### config.mk
export PLATFORM = sky130hd
export DESIGN_NAME = fir_seq_ctrl_flat
export DESIGN_NICKNAME = d
export VERILOG_FILES = /design/src/rtl/fir_pkg.sv /design/src/rtl/fir_seq_ctrl_if.sv /design/src/rtl/fir_mod_cnt.sv /design/src/rtl/fir_seq_ctrl.sv /design/src/flat_wrapper.sv
export SDC_FILE = /design/constraint.sdc
export NUM_CORES = 1
export LEC_CHECK = 0
export BUFFER_PORTS_ARGS = -buffer_cell sky130_fd_sc_hd__buf_2
export CORE_ASPECT_RATIO = 1.25
export CORE_MARGIN = 2
export CORE_UTILIZATION = 45
export DETAILED_ROUTE_END_ITERATION = 7
export PLACE_DENSITY_LB_ADDON = 0.15
export SLEW_MARGIN = 20
export SYNTH_ARGS = -nofsm -noshare
export SYNTH_HDL_FRONTEND = slang
export SYNTH_SLANG_ARGS = --single-unit
### constraint.sdc
create_clock -name axis_clk -period 2.5 [get_ports axis_clk]
set_clock_uncertainty 0.05 [all_clocks]
set_input_delay 0.25 -clock axis_clk [delete_from_list [all_inputs] [get_ports axis_clk]]
set_output_delay 0.25 -clock axis_clk [all_outputs]
set_load 0.05 [all_outputs]
### src/rtl/fir_pkg.sv
// fir_pkg: shared definitions for the FIR sequencer slice.
//   - fir_state_e     : sequencer FSM encoding
//   - TAP_MAX         : default maximum tap count (data-RAM depth)
//   - AP_*_BIT        : bit positions inside the ap_ctrl register
//   - REG_*           : AXI-Lite register offsets owned by the register block
//   - clamp_taps()    : maps the programmed tap count onto 1..tap_max
package fir_pkg;

    localparam int unsigned TAP_MAX = 32;

    typedef enum logic [2:0] {
        StIdle  = 3'd0,
        StInit  = 3'd1,
        StWaitX = 3'd2,
        StCalc  = 3'd3,
        StDrain = 3'd4,
        StOut   = 3'd5
    } fir_state_e;

    localparam int unsigned AP_START_BIT = 0;
    localparam int unsigned AP_DONE_BIT  = 1;
    localparam int unsigned AP_IDLE_BIT  = 2;

    localparam logic [11:0] REG_AP_CTRL  = 12'h000;
    localparam logic [11:0] REG_DATA_LEN = 12'h010;
    localparam logic [11:0] REG_TAP_NUM  = 12'h014;
    localparam logic [11:0] REG_TAP_BASE = 12'h080;

    // Zero taps would leave the sequencer with nothing to iterate over, so treat it as one.
    function automatic int unsigned clamp_taps(input logic [5:0] tap_num,
                                               input int unsigned tap_max);
        if (tap_num == '0) return 1;
        if (32'(tap_num) > tap_max) return tap_max;
        return 32'(tap_num);
    endfunction

endpackage

### src/rtl/fir_seq_ctrl_if.sv
// fir_seq_ctrl_if: bundle of every non-clock signal of the FIR sequencer.
//   master : sequencer view (drives lifecycle flags, stream readies/valids, RAM and MAC controls)
//   slave  : surrounding view (register block, streams, RAMs, datapath)
// Signals: ap_start/done_clr/tap_num/data_length (config in), ap_idle/ap_done/cfg_lock (status),
//          ss_* (sample stream in), sm_* (result stream out), tap_*/data_* (BRAM ports),
//          mac_vld/mac_first (datapath controls).
interface fir_seq_ctrl_if #(
    parameter int unsigned pADDR_WIDTH = 12
) ();

    logic                   ap_start;
    logic                   done_clr;
    logic [5:0]             tap_num;
    logic [31:0]            data_length;
    logic                   ap_idle;
    logic                   ap_done;
    logic                   cfg_lock;
    logic                   ss_tvalid;
    logic                   ss_tready;
    logic                   sm_tvalid;
    logic                   sm_tready;
    logic                   sm_tlast;
    logic                   tap_EN;
    logic [pADDR_WIDTH-1:0] tap_A;
    logic                   data_EN;
    logic [3:0]             data_WE;
    logic [pADDR_WIDTH-1:0] data_A;
    logic                   data_Di_sel;
    logic                   mac_vld;
    logic                   mac_first;

    modport master (
        input  ap_start, done_clr, tap_num, data_length, ss_tvalid, sm_tready,
        output ap_idle, ap_done, cfg_lock, ss_tready, sm_tvalid, sm_tlast,
        output tap_EN, tap_A, data_EN, data_WE, data_A, data_Di_sel, mac_vld, mac_first
    );

    modport slave (
        output ap_start, done_clr, tap_num, data_length, ss_tvalid, sm_tready,
        input  ap_idle, ap_done, cfg_lock, ss_tready, sm_tvalid, sm_tlast,
        input  tap_EN, tap_A, data_EN, data_WE, data_A, data_Di_sel, mac_vld, mac_first
    );

endinterface

### src/rtl/fir_mod_cnt.sv
// fir_mod_cnt: modulo-(i_max+1) up/down counter with synchronous load.
//   clk, rst    : clock, synchronous active-high reset (count -> 0)
//   i_max       : largest count value; stepping past it wraps to 0, stepping below 0 wraps to it
//   i_load      : load i_load_val (priority over counting)
//   i_inc/i_dec : count up / down (inc wins if both set)
//   o_cnt       : current count
module fir_mod_cnt #(
    parameter int unsigned Width = 5
) (
    input  logic             clk,
    input  logic             rst,
    input  logic [Width-1:0] i_max,
    input  logic             i_load,
    input  logic [Width-1:0] i_load_val,
    input  logic             i_inc,
    input  logic             i_dec,
    output logic [Width-1:0] o_cnt
);

    logic [Width-1:0] r_cnt;
    logic [Width-1:0] w_cnt_nxt;

    always_comb begin
        w_cnt_nxt = r_cnt;
        if (i_load) begin
            w_cnt_nxt = i_load_val;
        end else if (i_inc) begin
            w_cnt_nxt = (r_cnt == i_max) ? '0 : r_cnt + Width'(1);
        end else if (i_dec) begin
            w_cnt_nxt = (r_cnt == '0) ? i_max : r_cnt - Width'(1);
        end
    end

    always_ff @(posedge clk) begin
        if (rst) begin
            r_cnt <= '0;
        end else begin
            r_cnt <= w_cnt_nxt;
        end
    end

    assign o_cnt = r_cnt;

endmodule

### src/rtl/fir_seq_ctrl.sv
// fir_seq_ctrl: FIR core sequencer. Runs the ap_start/ap_done/ap_idle lifecycle, zeroes the
// data RAM, keeps the circular sample buffer, issues tap/data RAM reads per output and drives
// the MAC controls through a pMAC_LAT-deep tag pipeline; handshakes both AXI streams.
//   axis_clk : clock
//   axis_rst : synchronous active-high reset (aborts any operation)
//   bus      : fir_seq_ctrl_if master view (config, status, streams, RAM ports, MAC controls)
module fir_seq_ctrl
    import fir_pkg::*;
#(
    parameter int unsigned pADDR_WIDTH = 12,
    parameter int unsigned pTAP_MAX    = TAP_MAX,
    parameter int unsigned pMAC_LAT    = 2
) (
    input  logic           axis_clk,
    input  logic           axis_rst,
    fir_seq_ctrl_if.master bus
);

    localparam int unsigned IdxW   = $clog2(pTAP_MAX);
    localparam int unsigned DrainW = $clog2(pMAC_LAT + 1);

    fir_state_e          r_state, w_state_nxt;
    logic [IdxW-1:0]     r_last;       // N-1
    logic [31:0]         r_len;
    logic [31:0]         r_y_cnt;
    logic                r_done;
    logic [pMAC_LAT-1:0] r_tag_vld, r_tag_first;
    logic [DrainW-1:0]   r_drain;

    logic [IdxW-1:0] w_last_nxt, w_idx, w_wptr, w_rd;
    logic w_idx_load, w_idx_inc, w_wptr_load, w_wptr_inc, w_rd_load, w_rd_dec;
    logic w_init_end, w_out_hs, w_set_done, w_tag_vld, w_tag_first;

    function automatic logic [pADDR_WIDTH-1:0] idx_addr(input logic [IdxW-1:0] idx);
        return pADDR_WIDTH'({idx, 2'b00});
    endfunction

    assign w_last_nxt = IdxW'(clamp_taps(bus.tap_num, pTAP_MAX) - 1);

    // i during INIT, k during CALC
    fir_mod_cnt #(.Width(IdxW)) u_idx (
        .clk(axis_clk), .rst(axis_rst), .i_max(r_last), .i_load(w_idx_load),
        .i_load_val('0), .i_inc(w_idx_inc), .i_dec(1'b0), .o_cnt(w_idx)
    );

    fir_mod_cnt #(.Width(IdxW)) u_wptr (
        .clk(axis_clk), .rst(axis_rst), .i_max(r_last), .i_load(w_wptr_load),
        .i_load_val('0), .i_inc(w_wptr_inc), .i_dec(1'b0), .o_cnt(w_wptr)
    );

    // Walks (wptr - k) mod N: newest sample first, wrapping 0 -> N-1.
    fir_mod_cnt #(.Width(IdxW)) u_rd (
        .clk(axis_clk), .rst(axis_rst), .i_max(r_last), .i_load(w_rd_load),
        .i_load_val(w_wptr), .i_inc(1'b0), .i_dec(w_rd_dec), .o_cnt(w_rd)
    );

    always_comb begin
        w_state_nxt     = r_state;
        w_idx_load      = 1'b0;
        w_idx_inc       = 1'b0;
        w_wptr_load     = 1'b0;
        w_wptr_inc      = 1'b0;
        w_rd_load       = 1'b0;
        w_rd_dec        = 1'b0;
        w_init_end      = 1'b0;
        w_out_hs        = 1'b0;
        w_set_done      = 1'b0;
        w_tag_vld       = 1'b0;
        w_tag_first     = 1'b0;
        bus.ss_tready   = 1'b0;
        bus.sm_tvalid   = 1'b0;
        bus.sm_tlast    = 1'b0;
        bus.tap_EN      = 1'b0;
        bus.tap_A       = '0;
        bus.data_EN     = 1'b0;
        bus.data_WE     = 4'h0;
        bus.data_A      = '0;
        bus.data_Di_sel = 1'b0;
        case (r_state)
            StIdle: begin
                if (bus.ap_start) begin
                    w_idx_load  = 1'b1;
                    w_state_nxt = StInit;
                end
            end
            StInit: begin
                bus.data_EN = 1'b1;
                bus.data_WE = 4'hF;
                bus.data_A  = idx_addr(w_idx);
                w_idx_inc   = 1'b1;
                if (w_idx == r_last) begin
                    w_init_end  = 1'b1;
                    w_wptr_load = 1'b1;
                    if (r_len == '0) begin
                        w_set_done  = 1'b1;
                        w_state_nxt = StIdle;
                    end else begin
                        w_state_nxt = StWaitX;
                    end
                end
            end
            StWaitX: begin
                bus.ss_tready = 1'b1;
                if (bus.ss_tvalid) begin
                    bus.data_EN     = 1'b1;
                    bus.data_WE     = 4'hF;
                    bus.data_Di_sel = 1'b1;
                    bus.data_A      = idx_addr(w_wptr);
                    w_rd_load       = 1'b1;
                    w_idx_load      = 1'b1;
                    w_state_nxt     = StCalc;
                end
            end
            StCalc: begin
                bus.tap_EN  = 1'b1;
                bus.data_EN = 1'b1;
                bus.tap_A   = idx_addr(w_idx);
                bus.data_A  = idx_addr(w_rd);
                w_tag_vld   = 1'b1;
                w_tag_first = (w_idx == '0);
                w_idx_inc   = 1'b1;
                w_rd_dec    = 1'b1;
                if (w_idx == r_last) w_state_nxt = StDrain;
            end
            StDrain: begin
                if (r_drain == DrainW'(pMAC_LAT - 1)) w_state_nxt = StOut;
            end
            StOut: begin
                bus.sm_tvalid = 1'b1;
                bus.sm_tlast  = (r_y_cnt == r_len - 32'd1);
                if (bus.sm_tready) begin
                    w_out_hs   = 1'b1;
                    w_wptr_inc = 1'b1;
                    if (bus.sm_tlast) begin
                        w_set_done  = 1'b1;
                        w_state_nxt = StIdle;
                    end else begin
                        w_state_nxt = StWaitX;
                    end
                end
            end
            default: w_state_nxt = StIdle;
        endcase
    end

    always_ff @(posedge axis_clk) begin
        if (axis_rst) begin
            r_state     <= StIdle;
            r_last      <= '0;
            r_len       <= '0;
            r_y_cnt     <= '0;
            r_done      <= 1'b0;
            r_tag_vld   <= '0;
            r_tag_first <= '0;
            r_drain     <= '0;
        end else begin
            r_state <= w_state_nxt;
            if (r_state == StIdle && bus.ap_start) begin
                r_last <= w_last_nxt;
                r_len  <= bus.data_length;
            end
            if (w_init_end) begin
                r_y_cnt <= '0;
            end else if (w_out_hs) begin
                r_y_cnt <= r_y_cnt + 32'd1;
            end
            // Completion beats a simultaneous host clear so no finish is ever lost.
            if (w_set_done) begin
                r_done <= 1'b1;
            end else if (bus.done_clr) begin
                r_done <= 1'b0;
            end
            r_tag_vld   <= (r_tag_vld << 1) | pMAC_LAT'(w_tag_vld);
            r_tag_first <= (r_tag_first << 1) | pMAC_LAT'(w_tag_first);
            r_drain     <= (r_state == StDrain) ? r_drain + DrainW'(1) : '0;
        end
    end

    assign bus.ap_idle   = (r_state == StIdle);
    assign bus.cfg_lock  = (r_state != StIdle);
    assign bus.ap_done   = r_done;
    assign bus.mac_vld   = r_tag_vld[pMAC_LAT-1];
    assign bus.mac_first = r_tag_first[pMAC_LAT-1];

endmodule

### src/flat_wrapper.sv
// flat-port wrapper written by rule: the top's interface ports become plain ports
module fir_seq_ctrl_flat import fir_pkg::*;
#(
    parameter int unsigned pADDR_WIDTH = 12,
    parameter int unsigned pTAP_MAX    = TAP_MAX,
    parameter int unsigned pMAC_LAT    = 2
)
  (axis_clk, axis_rst, bus_ap_start, bus_done_clr, bus_tap_num, bus_data_length, bus_ss_tvalid, bus_sm_tready, bus_ap_idle, bus_ap_done, bus_cfg_lock, bus_ss_tready, bus_sm_tvalid, bus_sm_tlast, bus_tap_EN, bus_tap_A, bus_data_EN, bus_data_WE, bus_data_A, bus_data_Di_sel, bus_mac_vld, bus_mac_first);
  fir_seq_ctrl_if #(.pADDR_WIDTH(pADDR_WIDTH)) bus_i ();
  input  logic axis_clk;
  input  logic axis_rst;
  input wire logic [$bits(bus_i.ap_start)-1:0] bus_ap_start;
  input wire logic [$bits(bus_i.done_clr)-1:0] bus_done_clr;
  input wire logic [$bits(bus_i.tap_num)-1:0] bus_tap_num;
  input wire logic [$bits(bus_i.data_length)-1:0] bus_data_length;
  input wire logic [$bits(bus_i.ss_tvalid)-1:0] bus_ss_tvalid;
  input wire logic [$bits(bus_i.sm_tready)-1:0] bus_sm_tready;
  output wire logic [$bits(bus_i.ap_idle)-1:0] bus_ap_idle;
  output wire logic [$bits(bus_i.ap_done)-1:0] bus_ap_done;
  output wire logic [$bits(bus_i.cfg_lock)-1:0] bus_cfg_lock;
  output wire logic [$bits(bus_i.ss_tready)-1:0] bus_ss_tready;
  output wire logic [$bits(bus_i.sm_tvalid)-1:0] bus_sm_tvalid;
  output wire logic [$bits(bus_i.sm_tlast)-1:0] bus_sm_tlast;
  output wire logic [$bits(bus_i.tap_EN)-1:0] bus_tap_EN;
  output wire logic [$bits(bus_i.tap_A)-1:0] bus_tap_A;
  output wire logic [$bits(bus_i.data_EN)-1:0] bus_data_EN;
  output wire logic [$bits(bus_i.data_WE)-1:0] bus_data_WE;
  output wire logic [$bits(bus_i.data_A)-1:0] bus_data_A;
  output wire logic [$bits(bus_i.data_Di_sel)-1:0] bus_data_Di_sel;
  output wire logic [$bits(bus_i.mac_vld)-1:0] bus_mac_vld;
  output wire logic [$bits(bus_i.mac_first)-1:0] bus_mac_first;
  assign bus_i.ap_start = bus_ap_start;
  assign bus_i.done_clr = bus_done_clr;
  assign bus_i.tap_num = bus_tap_num;
  assign bus_i.data_length = bus_data_length;
  assign bus_i.ss_tvalid = bus_ss_tvalid;
  assign bus_i.sm_tready = bus_sm_tready;
  assign bus_ap_idle = bus_i.ap_idle;
  assign bus_ap_done = bus_i.ap_done;
  assign bus_cfg_lock = bus_i.cfg_lock;
  assign bus_ss_tready = bus_i.ss_tready;
  assign bus_sm_tvalid = bus_i.sm_tvalid;
  assign bus_sm_tlast = bus_i.sm_tlast;
  assign bus_tap_EN = bus_i.tap_EN;
  assign bus_tap_A = bus_i.tap_A;
  assign bus_data_EN = bus_i.data_EN;
  assign bus_data_WE = bus_i.data_WE;
  assign bus_data_A = bus_i.data_A;
  assign bus_data_Di_sel = bus_i.data_Di_sel;
  assign bus_mac_vld = bus_i.mac_vld;
  assign bus_mac_first = bus_i.mac_first;
  fir_seq_ctrl #(.pADDR_WIDTH(pADDR_WIDTH), .pTAP_MAX(pTAP_MAX), .pMAC_LAT(pMAC_LAT)) u_core (.axis_clk(axis_clk), .axis_rst(axis_rst), .bus(bus_i));
endmodule
==> impl_metrics.json, run 1 <==
{
  "hold_viol_final": 0,
  "totalPowerFinal_mw": 5.16,
  "worstPathMaxFanout": 4,
  "power_density_nw_per_um2": 681,
  "routabilityCongestion": 1.00,
  "vias_per_cell": 5.32,
  "grt_util_met2_pct": 45.8,
  "cts_tree": "built",
  "fp.dieW_microns": 106,
  "netlist_area_sq_um": 5850,
  "leakagePower_nw": 3.18,
  "synthAdderAreaFrac_pct": 1.71,
  "synth_top_cell_area_share_pct": 32.2,
  "ir_worst_vdd_uv": 491,
  "area_growth_pct": 29.6,
  "critical_path.cell_chain": "inv_2, ha_4, nor4b_4, nand4_1, nor4b_1, a2111oi_1, buf_4, nor4_4, nand3_2, nor3_4, buf_6",
  "grt_max_degree": 39,
  "utilization_pct": 59.8,
  "slew_headroom_pct": 61.9,
  "first_pass_iters": 5,
  "ant_nets": 0,
  "grt_pass1_wl_microns": 27600,
  "tns_ps": -1150,
  "nets": 958,
  "antenna_found_initial": 0,
  "cp-start-kind": "flip-flop",
  "ys_seq_elements": 94,
  "finalWorstSetupSlack_ps": -494,
  "critPathKind": "reg -> out",
  "max_stage_delay_ps": 330,
  "failed_checks": "negative setup slack",
  "path_buf_inv": 3,
  "grt.busiest_layer": "met2",
  "synthCells": 758,
  "dp_hpwl_microns": 13700,
  "period_share_pct": 120,
  "n_antenna_cell": 0,
  "die_h_microns": 131,
  "drv_slew": 0,
  "avgRoutedWirePerCell_microns": 16.0,
  "synth_edf_count": 0,
  "grt_pass1_vias": 5566,
  "required_ps": 2200,
  "cts_root_buf": "clkbuf_16",
  "cts-buffers-inserted": 9,
  "core_area_sq_um": 12700,
  "synth_top_family_by_area": "simple AND/OR/NAND/NOR gates",
  "h-tree-depth": 3,
  "clockBufferDepth": 2,
  "clkLatencyLatePin_ps": 360,
  "rsz0062_at_grt": "yes",
  "yosysMostFrequentCell": "nand2_1",
  "cp-end-kind": "primary output",
  "synth.mux.area_fraction_pct": 2.10,
  "yosys_most_used_dff": "dfxtp_1",
  "grt-ovfl-total": 0,
  "maxCapViolations": 0,
  "synth.yosys.seq_area_share_pct": 32.2,
  "drive_gt1_share_pct": 27.4,
  "ys_async_sr_fraction_pct": 0,
  "drc_errors": 0,
  "synth_xor_area_share_pct": 12.0,
  "port_buffers": 68,
  "fmax_mhz": 334,
  "num_vias": 5742,
  "yosysUniqueCellTypes": 68,
  "slowest_stage": "dfxtp_2",
  "synth_common_cells": "nand2_1, dfxtp_1, nor2_1",
  "drt-initial-drc-count": 249,
  "synth_compound_area_share_pct": 13.4,
  "synth-simple-area-share_pct": 31.5,
  "hold_class": "in -> reg",
  "hold_buffers": 0,
  "use_met3_pct": 3.77,
  "yosysTopAreaCell": "dfxtp_1",
  "io_pins": 83,
  "setup_viol": 3,
  "layout_min_cycle_time_ps": 2990,
  "clk_pin_slew_ps": 70,
  "worstMarginPinSlew_ps": 570,
  "clkSinkCount": 94,
  "syn_area_per_cell_sq_um": 7.71,
  "dieArea_sq_um": 13900,
  "status": "complete, but fails checks",
  "fp-row-count": 46,
  "grtUsageMet1_pct": 29.8,
  "drt-total-wl_microns": 17200,
  "grtUsageTotal_pct": 25.3,
  "critPathTopFamily": "simple AND/OR/NAND/NOR gates",
  "synth_area_leaders": "dfxtp_1, nand2_1, xnor2_1",
  "cp.arrival_ps": 2690,
  "hold_slack_ps": 72.1,
  "initial_core_util_pct": 46.2,
  "synth_warnings": 0
}
layout make-up:
cell class	count	area, sq um
clock buffers	10	239
inverters	24	90.1
flip-flops and latches	94	1880
fillers	1203	5080
well taps	168	210
repair buffers	185	1250
clock inverters	6	91.3
multi-input cells	592	3810
power breakdown:
| group | switching, mW | internal, mW | leakage, nW |
|---|---|---|---|
| sequential | 0.0856 | 1.57 | 0.764 |
| clock | 0.611 | 0.910 | 0.163 |
| combinational | 1.12 | 0.865 | 2.25 |
cell usage in the layout (no fill, tap or decap), types with 7 or more instances in the layout:
| cell type | netlist | routed |
|---|---|---|
| and2_1 | 9 | 7 |
| a21oi_1 | 45 | 45 |
| buf_4 | 17 | 114 |
| buf_2 | 7 | 67 |
| nand3_1 | 20 | 19 |
| dfxtp_1 | 94 | 93 |
| and3_1 | 19 | 19 |
| nor2_1 | 72 | 72 |
| nand2b_1 | 8 | 8 |
| a31oi_1 | 11 | 11 |
| nand2_1 | 117 | 117 |
| or3_1 | 7 | 7 |
| ha_1 | 8 | 7 |
| o211ai_1 | 8 | 8 |
| a211oi_1 | 9 | 7 |
| inv_1 | 23 | 21 |
| nor4_1 | 16 | 10 |
| conb_1 | 1 | 14 |
| nor3_1 | 24 | 21 |
| clkbuf_16 | 0 | 9 |
| xor2_1 | 36 | 36 |
| mux2i_1 | 10 | 9 |
| xnor2_1 | 44 | 44 |
| nor2b_1 | 12 | 11 |
| nand4_1 | 23 | 23 |
tightest hold or removal path, delay by kind of cell:
family / cells / cell delay [ps]
AND/OR/NAND/NOR: 1 / 40
AO/OA/AOI/OAI: 1 / 50
buffers and inverters: 1 / 100
registers in the layout (all words and copies together), names as in the netlist:
register	flops
u_core.r_tag_first	2
u_core.u_rd.o_cnt	5
u_core.bus.ap_done	1
u_core.r_drain	2
u_core.r_y_cnt	32
u_core.r_tag_vld	2
u_core.r_state	3
u_core.u_wptr.o_cnt	5
u_core.u_idx.o_cnt	5
u_core.r_last	5
u_core.r_len	32
repair_timing:
item                                    4_1_cts  5_1_grt
hold endpoints to repair                      0        0
setup buffers                                 0        1
endpoints found under the setup margin        3        4
pin swaps                                     6        5
gates resized for setup                      13        9
path summary, 6_finish.rpt:
| kind | to | slack [ps] | from | cells past startpoint |
|---|---|---|---|---|
| max | bus_sm_tlast | -490 | u_core.r_len[1]$_SDFFE_PP0P_ | 11 |
| min | u_core.r_len[25]$_SDFFE_PP0P_ | 70 | bus_data_length[25] | 3 |
| max reg2reg | u_core.r_state[1]$_SDFFE_PP0P_ | -340 | u_core.r_len[1]$_SDFFE_PP0P_ | 14 |
| min reg2reg | u_core.r_drain[0]$_SDFF_PP0_ | 390 | u_core.r_drain[0]$_SDFF_PP0_ | 1 |
metal layers:
metal / up-vias / wire length, microns
li1: 2904 / -
met1: 2694 / 7280
met2: 120 / 8950
met3: 24 / 572
met4: 0 / 446
met5: - / 0
per-stage QoR:
step,area (sq um),cells,setup slack (ps)
4_1_cts,7520,1078,-561
5_1_grt,7580,1079,-629
6_report,7580,1079,-494
3_5_place_dp,7130,1062,-347
3_3_place_gp,7130,1062,-342
2_1_floorplan,6020,771,-302
cells by family (layout without fill, tap and decap cells):
group                      after synthesis  in the layout
and+or+nand+nor                        359            359
AOI/OAI and AO/OA                      119            119
DFF                                     94             94
buffers and inverters                   85            225
xor gates and xnor gates                80             80
muxes                                   12             12
adders and majority gates                8              8
other                                    1             14
Power figures use the tool's default switching activity.
==> run 2, diff against run 1 <==
--- a/config.mk
+++ b/config.mk
@@ -9,9 +9,11 @@
 export CORE_ASPECT_RATIO = 1.25
 export CORE_MARGIN = 2
 export CORE_UTILIZATION = 45
+export CTS_BUF_LIST = sky130_fd_sc_hd__clkbuf_8
 export DETAILED_ROUTE_END_ITERATION = 7
 export PLACE_DENSITY_LB_ADDON = 0.15
 export SLEW_MARGIN = 20
 export SYNTH_ARGS = -nofsm -noshare
 export SYNTH_HDL_FRONTEND = slang
+export SYNTH_HIERARCHICAL = 1
 export SYNTH_SLANG_ARGS = --single-unit
==> run 2 against run 1 <==
The flow still finishes with violations (negative setup slack); final cell count grew 17%; register-to-register slack is essentially flat; first-iteration DRC count grew 27%; power grew 15%; worst setup slack lost 350 ps; via count grew 20%; non-clock buffer count grew 27.
==> impl_metrics.json, run 2 <==
{
  "hold_class": "in -> reg",
  "failed_checks": "negative setup slack",
  "synth.yosys.seq_area_share_pct": 27.4,
  "worstPathMaxFanout": 3,
  "ant_nets": 0,
  "top_regs": "u_core/r_len: 32 flops, u_core/r_y_cnt: 32 flops",
  "finalWorstSetupSlack_ps": -843,
  "clk_pin_slew_ps": 100,
  "core_area_sq_um": 15000,
  "avgRoutedWirePerCell_microns": 16.0,
  "placed_cell_area_sq_um": 8270,
  "fp-row-count": 50,
  "slew_headroom_pct": 62.4,
  "setup_viol": 3,
  "drv_slew": 0,
  "synth_xor_area_share_pct": 12.6,
  "maxCapViolations": 0,
  "vias_per_cell": 5.48,
  "yosysTopAreaCell": "dfxtp_1",
  "synth.mux.area_fraction_pct": 2.19,
  "dp_hpwl_microns": 15400,
  "dieArea_sq_um": 16300,
  "die_h_microns": 142,
  "clkSinkCount": 94,
  "grt_pass1_wl_microns": 32600,
  "n_antenna_cell": 0,
  "layout_common_cells": "buf_4, nand2_1, dfxtp_1, nor2_1, buf_2",
  "grt-ovfl-total": 0,
  "synth_common_cells": "nand2_1, dfxtp_1, nor2_1",
  "io_pins": 83,
  "synth-simple-area-share_pct": 28.7,
  "grt_max_degree": 39,
  "grtUsageTotal_pct": 25.2,
  "first_pass_iters": 5,
  "totalPowerFinal_mw": 5.93,
  "fmax_mhz": 299,
  "hold_viol_final": 0,
  "ir_worst_vdd_uv": 549,
  "drt-initial-drc-count": 317,
  "syn_area_per_cell_sq_um": 7.76,
  "period_share_pct": 134,
  "yosys_most_used_dff": "dfxtp_1",
  "cp-end-kind": "primary output",
  "fp.dieW_microns": 114,
  "layout_min_cycle_time_ps": 3340,
  "ys_seq_elements": 94,
  "h-tree-depth": 3,
  "final_cells": 1260,
  "cts-buffers-inserted": 9,
  "status": "complete, but fails checks",
  "synth_top_family_by_area": "simple AND/OR/NAND/NOR gates",
  "synth_area_leaders": "dfxtp_1, xnor2_1, nand2_1",
  "drc_errors": 0,
  "pre_cts_slack_ps": -549,
  "power_density_nw_per_um2": 688,
  "grt_pass1_vias": 6575,
  "clockBufferDepth": 2,
  "worstMarginPinSlew_ps": 563,
  "synth_warnings": 6,
  "cp-start-kind": "flip-flop",
  "critPathKind": "reg -> out",
  "clkLatencyLatePin_ps": 400,
  "rsz0062_at_grt": "yes",
  "area_growth_pct": 25.6,
  "required_ps": 2200,
  "dpl.cell_count": 1236,
  "drt-total-wl_microns": 20200,
  "synth_compound_area_share_pct": 18.8,
  "antenna_found_initial": 0,
  "initial_core_util_pct": 45.9,
  "drive_gt1_share_pct": 26.3,
  "leakagePower_nw": 3.65,
  "ys_async_sr_fraction_pct": 0,
  "yosysUniqueCellTypes": 76,
  "synthCells": 885,
  "port_buffers": 68,
  "routabilityCongestion": 0.919,
  "netlist_area_sq_um": 6860,
  "nets": 1127,
  "synth_top_cell_area_share_pct": 27.4,
  "num_vias": 6899,
  "final_area_sq_um": 8620,
  "synthAdderAreaFrac_pct": 1.82,
  "yosysMostFrequentCell": "nand2_1",
  "cts_tree": "built",
  "synth_edf_count": 0,
  "cts_root_buf": "clkbuf_8",
  "cp.arrival_ps": 3040,
  "final_common_cell": "buf_4"
}
[run 2: cell families after synthesis]
group           after synthesis
simple gates                361
compound gates              194
buf+inv                     111
xor+xnor                     99
flops                        94
mux                          15
fa+ha+maj                    10
other cells                   1
[run 2: stage by stage]
step	utilization [%]	TNS, ps	hold WS, ps
after floorplan	-	-998	269
after global placement	55.3	-1070	358
after detailed placement	55.3	-1180	363
after CTS	57.1	-1600	10.5
after global routing	57.7	-1760	19.0
final	57.7	-1480	29.3
[run 2: final timing paths]
| kind | start | endpoint | slack [ps] | cells after the start |
|---|---|---|---|---|
| setup / recovery | u_core/r_len[25]$_SDFFE_PP0P_ | bus_sm_tlast | -840 | 8 |
| hold / removal | bus_data_length[14] | u_core/r_len[14]$_SDFFE_PP0P_ | 30 | 3 |
| setup reg to reg | u_core/r_len[25]$_SDFFE_PP0P_ | u_core/r_state[1]$_SDFFE_PP0P_ | -340 | 8 |
| hold reg to reg | u_core/r_drain[0]$_SDFF_PP0_ | u_core/r_drain[0]$_SDFF_PP0_ | 380 | 1 |
[run 2: what timing repair did]
item                                    4_1_cts  5_1_grt
buffers inserted                              3        5
hold buffers                                  0        0
resized for setup                             7        7
hold endpoints to repair                      0        0
endpoints found under the setup margin        3       14
pin swaps                                     5        9
[run 2: worst max-delay path, stage by stage, from the launching register on]
cell     delay, ps
dfxtp_1        320
or4_4          560
or4_4          440
or4_1          400
a31o_1         190
o21ai_2        160
nand3_2        110
nor4_4         280
buf_6          190
[run 2: layer usage]
layer,GRT usage [%],vias up,wire (microns)
met5,0,-,0
met2,46.9,140,10800
li1,-,3463,-
met4,11.6,0,696
met3,3.28,48,671
met1,28.2,3248,8060
[run 2: area by class of cell]
cell class                 count  area, sq um
tap                          182          228
sequential                    94         1880
clock buffer                   9          124
inverter                      42          164
timing repair buffer         212         1450
multi-input combinational    714         4680
clock inverter                 7         95.1
fill                        1477         6330
[run 2: report_power, final]
group	switching (mW)	internal [mW]	total [mW]
clock	0.594	0.567	1.16
sequential	0.228	1.63	1.86
combinational	1.61	1.30	2.91
